`src/rtl/piso_stream_pkg.sv`:
```
// Shared definitions for the piso_stream serializer: FSM state encoding
// and the bit-counter width helper.
package piso_stream_pkg;

  typedef logic [0:0] state_t;

  localparam state_t IDLE  = 1'b0;
  localparam state_t SHIFT = 1'b1;

  // Counter must be able to hold values 0..frame_len.
  function automatic int cnt_width(input int frame_len);
    return $clog2(frame_len + 1);
  endfunction

endpackage

```
`src/rtl/piso_bit_cnt.sv`:
```
// Frame bit counter for piso_stream: synchronous clear (wins over
// increment), increment enable, and a terminal-count flag that marks the
// final frame bit.
module piso_bit_cnt #(
  parameter int CW = 4,
  parameter int TC = 7
) (
  input  logic clk,
  input  logic clr,
  input  logic inc,
  output logic tc
);

  logic [CW-1:0] cnt;

  // Count presented bits; cleared at reset, on every new frame and at frame end.
  always_ff @(posedge clk) begin
    if (clr)
      cnt <= '0;
    else if (inc)
      cnt <= cnt + CW'(1);
  end

  assign tc = (cnt == CW'(TC));

endmodule

```
`src/rtl/piso_stream.sv`:
```
// Parameterised parallel-in/serial-out serializer with valid/ready load,
// clock-enable stall, frame-end marker and gapless back-to-back frames.
// Optional even-parity bit appended to each frame when the macro
// PISO_STREAM_PARITY_EN is defined.
module piso_stream
  import piso_stream_pkg::*;
#(
  parameter int WIDTH     = 8,
  parameter bit LSB_FIRST = 1'b0
) (
  input  logic             clk,
  input  logic             rst,
  input  logic             en,
  input  logic             load,
  input  logic [WIDTH-1:0] pin,
  output logic             ready,
  output logic             sout,
  output logic             sout_valid,
  output logic             last
);

`ifdef PISO_STREAM_PARITY_EN
  localparam int FRAME_LEN = WIDTH + 1;
`else
  localparam int FRAME_LEN = WIDTH;
`endif
  localparam int CW = cnt_width(FRAME_LEN);

  state_t               state;
  logic [FRAME_LEN-1:0] frame;
  logic [FRAME_LEN-1:0] sreg;
  logic                 tc;
  logic                 accept;
  logic                 frame_end;
  logic                 shift_step;

  // Arrange the captured word so the first bit to send sits at the end the
  // shifter drains from; the parity bit always goes out last.
  always_comb begin
`ifdef PISO_STREAM_PARITY_EN
    frame = LSB_FIRST ? {^pin, pin} : {pin, ^pin};
`else
    frame = pin;
`endif
  end

  assign last       = (state == SHIFT) & tc;
  assign ready      = en & ((state == IDLE) | last);
  assign accept     = load & ready;
  assign frame_end  = en & last;
  assign shift_step = en & (state == SHIFT) & ~tc;

  piso_bit_cnt #(
    .CW (CW),
    .TC (FRAME_LEN - 1)
  ) u_bit_cnt (
    .clk (clk),
    .clr (rst | accept | frame_end),
    .inc (shift_step),
    .tc  (tc)
  );

  // FSM and shifter: a load (including one on the last bit) wins over frame end.
  always_ff @(posedge clk) begin
    if (rst) begin
      state      <= IDLE;
      sreg       <= '0;
      sout       <= 1'b0;
      sout_valid <= 1'b0;
    end else if (accept) begin
      state      <= SHIFT;
      sout_valid <= 1'b1;
      if (LSB_FIRST) begin
        sout <= frame[0];
        sreg <= frame >> 1;
      end else begin
        sout <= frame[FRAME_LEN-1];
        sreg <= frame << 1;
      end
    end else if (frame_end) begin
      state      <= IDLE;
      sout       <= 1'b0;
      sout_valid <= 1'b0;
    end else if (shift_step) begin
      if (LSB_FIRST) begin
        sout <= sreg[0];
        sreg <= sreg >> 1;
      end else begin
        sout <= sreg[FRAME_LEN-1];
        sreg <= sreg << 1;
      end
    end
  end

endmodule

```
`config.mk`:
```
export PLATFORM = sky130hd
export DESIGN_NAME = piso_stream
export DESIGN_NICKNAME = d
export VERILOG_FILES = /design/src/rtl/piso_stream_pkg.sv /design/src/rtl/piso_bit_cnt.sv /design/src/rtl/piso_stream.sv
export SDC_FILE = /design/constraint.sdc
export NUM_CORES = 1
export LEC_CHECK = 0
export ABC_AREA = 1
export ABC_CLOCK_PERIOD_IN_PS = 2500
export CAP_MARGIN = 20
export CORE_ASPECT_RATIO = 0.75
export CORE_MARGIN = 10
export CORE_UTILIZATION = 40
export DETAILED_ROUTE_END_ITERATION = 7
export PLACE_DENSITY = 0.74
export SETUP_SLACK_MARGIN = 0.5
export SYNTH_ARGS = -nofsm -noshare
export SYNTH_HDL_FRONTEND = slang
export SYNTH_HIERARCHICAL = 1
export SYNTH_SLANG_ARGS = --single-unit
```
`constraint.sdc`:
```
create_clock -name clk -period 2.5 [get_ports clk]
set_clock_uncertainty 0.05 [all_clocks]
set_input_delay 0.375 -clock clk [delete_from_list [all_inputs] [get_ports clk]]
set_output_delay 0.375 -clock clk [all_outputs]
set_load 0.01 [all_outputs]
```
# After elaboration in Yosys (flattened, before gate mapping)
# Index checks and enable logic that the tools add are counted.
# op_classes
n_bitwise,11
muxes,8
addsub,1
eq_ne,2
reduce_logical,4
# op_table
op,count
$mux W8,3
$and A1 B1 Y1,6
$mux W1,5
$add A4 B1 Y4 const B,1
$eq A4 B3 Y1 const B,1
$reduce_bool A2 Y1,2
$or A1 B1 Y1,3
$reduce_bool A3 Y1,1
$ne A2 B2 Y1 const B,1
$not A1 Y1,2
$reduce_and A2 Y1,1
# word_totals
reg_bits,13
word_cells,30
input_bits,12

# Longest topological paths before layout
# logic_depth
depth_word,7
mapped_depth,10
mapped_depth_nobuf,10

# Hierarchy
# Netlist, hierarchy kept.
# by_module_without_submodules
mod,cells_per_inst,instances,area_per_inst_um2
piso_stream,85,1,543.0
piso_bit_cnt,25,1,177.7

# Worst setup path after synthesis
# No wires, ideal clock.
# synth_timing
kind,reg2reg
start,register u_bit_cnt.cnt[0]
end,register u_bit_cnt.cnt[1]
stages_incl_launch_ff,11
path_buffers,0
period_less_slack_ps,1587
path_slack_ps,913
setup_ps,130
arrival_time_ps,1407
cell_sequence,dfxtp_1 > ha_1 > nand2_1 > nor2_1 > nand2_1 > inv_1 > nand2_1 > nand3_1 > inv_1 > o21ai_0 > a21oi_1
# synth_via
elab_chain_len,7
word_cells_on_any_way,11
classes_between,add/sub (1); eq/ne (1); bitwise (9)
# synth_rtl
element,line_no,source
start: declaration,piso_bit_cnt.sv:14,logic [CW-1:0] cnt;
start signal: assignment,piso_bit_cnt.sv:21,cnt <= cnt + CW'(1);
$eq A4 B3 Y1 (*),piso_bit_cnt.sv:24,assign tc = (cnt == CW'(TC));
via tc,piso_stream.sv:32,logic tc;
$and A1 B1 Y1 (*),piso_stream.sv:47,assign last = (state == SHIFT) & tc;
via last,piso_stream.sv:19,output logic last
$or A1 B1 Y1,piso_stream.sv:48,assign ready = en & ((state == IDLE) | last);
$and A1 B1 Y1,piso_stream.sv:48,
$and A1 B1 Y1,piso_stream.sv:49,assign accept = load & ready;
$or A1 B1 Y1,piso_stream.sv:58,".clr (rst | accept | frame_end),"
$or A1 B1 Y1 (*),piso_stream.sv:58,
# The timed path passes the listed nets; every way through them passes the cells marked *.
# A chain may end at the register's enable or synchronous reset.

# Final worst setup path
# layout_timing
start,register u_bit_cnt.cnt[0]
end,output last
# layout_via
elab_chain_len,2
# layout_rtl
element,line_no
$eq A4 B3 Y1,piso_bit_cnt.sv:24
via tc,piso_stream.sv:32
$and A1 B1 Y1,piso_stream.sv:47
end: declaration,piso_stream.sv:19
# The timed path passes the listed nets, and every way through them passes these cells.

==> impl_metrics.tcl <==
set metrics [dict create \
    cts_tree "built" \
    cts_max_path_buffers 2 \
    fin_area_um2 924.6 \
    overflow 0 \
    worstPathMaxFanout 4 \
    drt_iter0_markers 51 \
    die_area_mm2 0.003917 \
    seqPwrFrac_pct 50.6 \
    synth_seq_area_share_pct 36.11 \
    place_area_um2 887.1 \
    grt_max_degree 16 \
    finalHoldViolations 0 \
    powerDensity_mw_per_mm2 478.1 \
    reg2reg_slack_ns 0.81 \
    cp-start-kind "flop" \
    coreArea_mm2 0.001724 \
    worst_slew_pin_slew_ns 0.4208 \
    synth_top_area_share_pct 36.11 \
    wire_per_inst_um 11.01 \
    die_y_um 56.76 \
    slew_viol_final 0 \
    vias 701 \
    final_net_count 142 \
    syn_inst 110 \
    grt_pass1_wl_mm 2.946 \
    hold-path-cell-count 2 \
    synth_edf_count 0 \
    use_met1_pct 10.62 \
    clock_latency_ns 0.28 \
    clkPwrFrac_pct 30.7 \
    grt_setup_unrepaired "no" \
    ys_async_sr_fraction_pct 0 \
    crit_path_start "u_bit_cnt/cnt[0]" \
    totalWireLength_mm 1.652 \
    fillers 189 \
    rr_worst_depth 10 \
    crit_required_ns 2.08 \
    avgSynthCellArea_um2 6.552 \
    grt_use_met2_pct 13.80 \
    layout-drive-gt1-share_pct 14.84 \
    status "complete, no violations" \
    synth_cell_type_count 19 \
    postSynthNetCount 123 \
    r2r_start "u_bit_cnt/cnt[0]" \
    drt-vias-per-instance 4.673 \
    syn-cell-area_um2 720.7 \
    initial_utilization_pct 41.80 \
    synthTopCellsByCount "25 x nand2_1, 24 x nor2_1, 14 x inv_1" \
    clock-sinks 13 \
    dpl.hpwl_mm 1.249 \
    synth_ff_type "dfxtp_1" \
    die_x_um 69.02 \
    ir_worst_vdd_mv 0.2749 \
    relSlewSlack_pct 71.86 \
    clockRootBuffer "clkbuf_4" \
    setup_violations 0 \
    num_rows 13 \
    numCtsBuffers 3 \
    netSwitchingFraction_pct 27.93 \
    power_switching_w 0.0001235 \
    cts_max_level 1 \
    holdBufCountCts 0 \
    dr.pass1.iters 4 \
    period_needed_ns 1.902 \
    yosys_warnings 6 \
    place_congestion 0.7279 \
    postRouteAntennaNets 0 \
    antenna_found_initial 0 \
    timing.setup.tns_ns 0 \
    busiest_layer "met2" \
    period_share_pct 76.08 \
    max_cap_violations 0 \
    rr_endpoint "u_bit_cnt/cnt[3]" \
    yosysTopAreaCell "dfxtp_1" \
    arrival_ns 1.48 \
    num_antenna_cells 0 \
    area_growth_pct 28.30 \
    place_inst 145 \
    yosys-top-cells-area "dfxtp_1 36%, nand2_1 13%, nor2_1 13%" \
    use_met3_pct 2.632 \
    comb_power_share_pct 18.7 \
    ys_seq_elements 13 \
    port_buffers 15 \
    hold_ws_ns 0.4452 \
    leakage_nw 0.4037 \
    stdcell_count 150 \
    fmax_mhz 525.8 \
    yosysMostFrequentCell "nand2_1" \
    num_io_pins 16 \
    grt_pass1_vias 658 \
    final_core_util_pct 53.63 \
    drcViolationCount 0 \
    path_class "reg -> out" \
    internal_power_w 0.0003186 \
    grtUsageTotal_pct 9.016 \
    cp-endpoint "last" \
    hold_class "reg -> reg" \
    end_kind "output pin" \
    path_clk_slew_ns 0.08 \
]
==> layout make-up <==
cell class,instances,area (µm²),share of cell area (%)
Multi-Input combinational cell,78,389.1,42.08
Sequential cell,13,262.8,28.42
Timing Repair Buffer,17,158.9,17.19
Inverter,16,60.06,6.495
Tap cell,22,27.53,2.977
Clock buffer,4,26.28,2.842
==> cells in the final DEF (no fill, tap or decap), drive strengths merged <==
| cell | count |
|---|---|
| inv | 15 |
| nand3 | 9 |
| clkbuf | 5 |
| a21oi | 6 |
| nand4 | 6 |
| dlygate4sd2 | 1 |
| o21ai | 1 |
| nand2 | 28 |
| dfxtp | 13 |
| clkdlybuf4s50 | 13 |
| nor2 | 27 |
| clkinv | 1 |
| buf | 2 |
| ha | 1 |
==> worst max-delay path, stage by stage, from the launching register on <==
cell and delay, ns:
dfxtp_2 0.35, ha_1 0.18, nand2_1 0.09, nor2_4 0.15, nand2_1 0.06, inv_1 0.08, dlygate4sd2_1 0.27
==> metrics by stage <==
stage	setup WS (ns)	total power, W
after global placement	0.4064	0.0003107
after detailed placement	0.3503	0.0003128
after CTS	0.4648	0.0004457
after floorplan	0.9133	0.0002785
final	0.5980	0.0004420
after global routing	0.5071	0.0004692
==> per-layer routing <==
layer	vias up	routed length, µm	part of all wire [%]
met5	-	0	0
met4	0	36	2.2
met3	2	61	3.7
met2	11	762	46
met1	309	792	48
li1	379	-	-
==> power groups by stage <==
stage                     logic (W)  clock network [W]  registers, W
after floorplan           0.0000498                  0      0.000229
after global placement    0.0000827                  0      0.000228
after detailed placement  0.0000842                  0      0.000229
after CTS                 0.0000836           0.000138      0.000224
after global routing      0.0000937           0.000150      0.000225
final                     0.0000826           0.000136      0.000224
==> worst min-delay path by stage <==
stage,from,endpoint,slack (ns)
floorplan,sreg[1],sreg[1],0.41
global placement,sreg[1],sreg[1],0.42
detailed placement,sreg[1],sreg[1],0.44
CTS,sreg[1],sreg[1],0.45
global route,sreg[1],sreg[1],0.47
finish,u_bit_cnt/cnt[0],u_bit_cnt/cnt[0],0.45
==> timing repair <==
item / 4_1_cts / 5_1_grt
setup endpoints to repair: 2 / 2
setup buffers: 0 / 1
pin swaps: 0 / 1
resized for setup: 4 / 4
==> state kept, by name, indices dropped and copies added (netlist names) <==
signal / count
sreg: 7
u_bit_cnt/cnt: 4
sout: 1
state: 1
==> cells by family (layout without fill, tap and decap cells) <==
kind of cell | Yosys count | count (layout) | share of synthesized area [%]
and+or+nand+nor | 70 | 70 | 45.31
AOI/OAI and AO/OA | 7 | 7 | 5.903
buffers and inverters | 19 | 37 | 10.94
DFF | 13 | 13 | 36.11
adders and majority gates | 1 | 1 | 1.736
No activity file was read; power rests on OpenSTA's default activity.
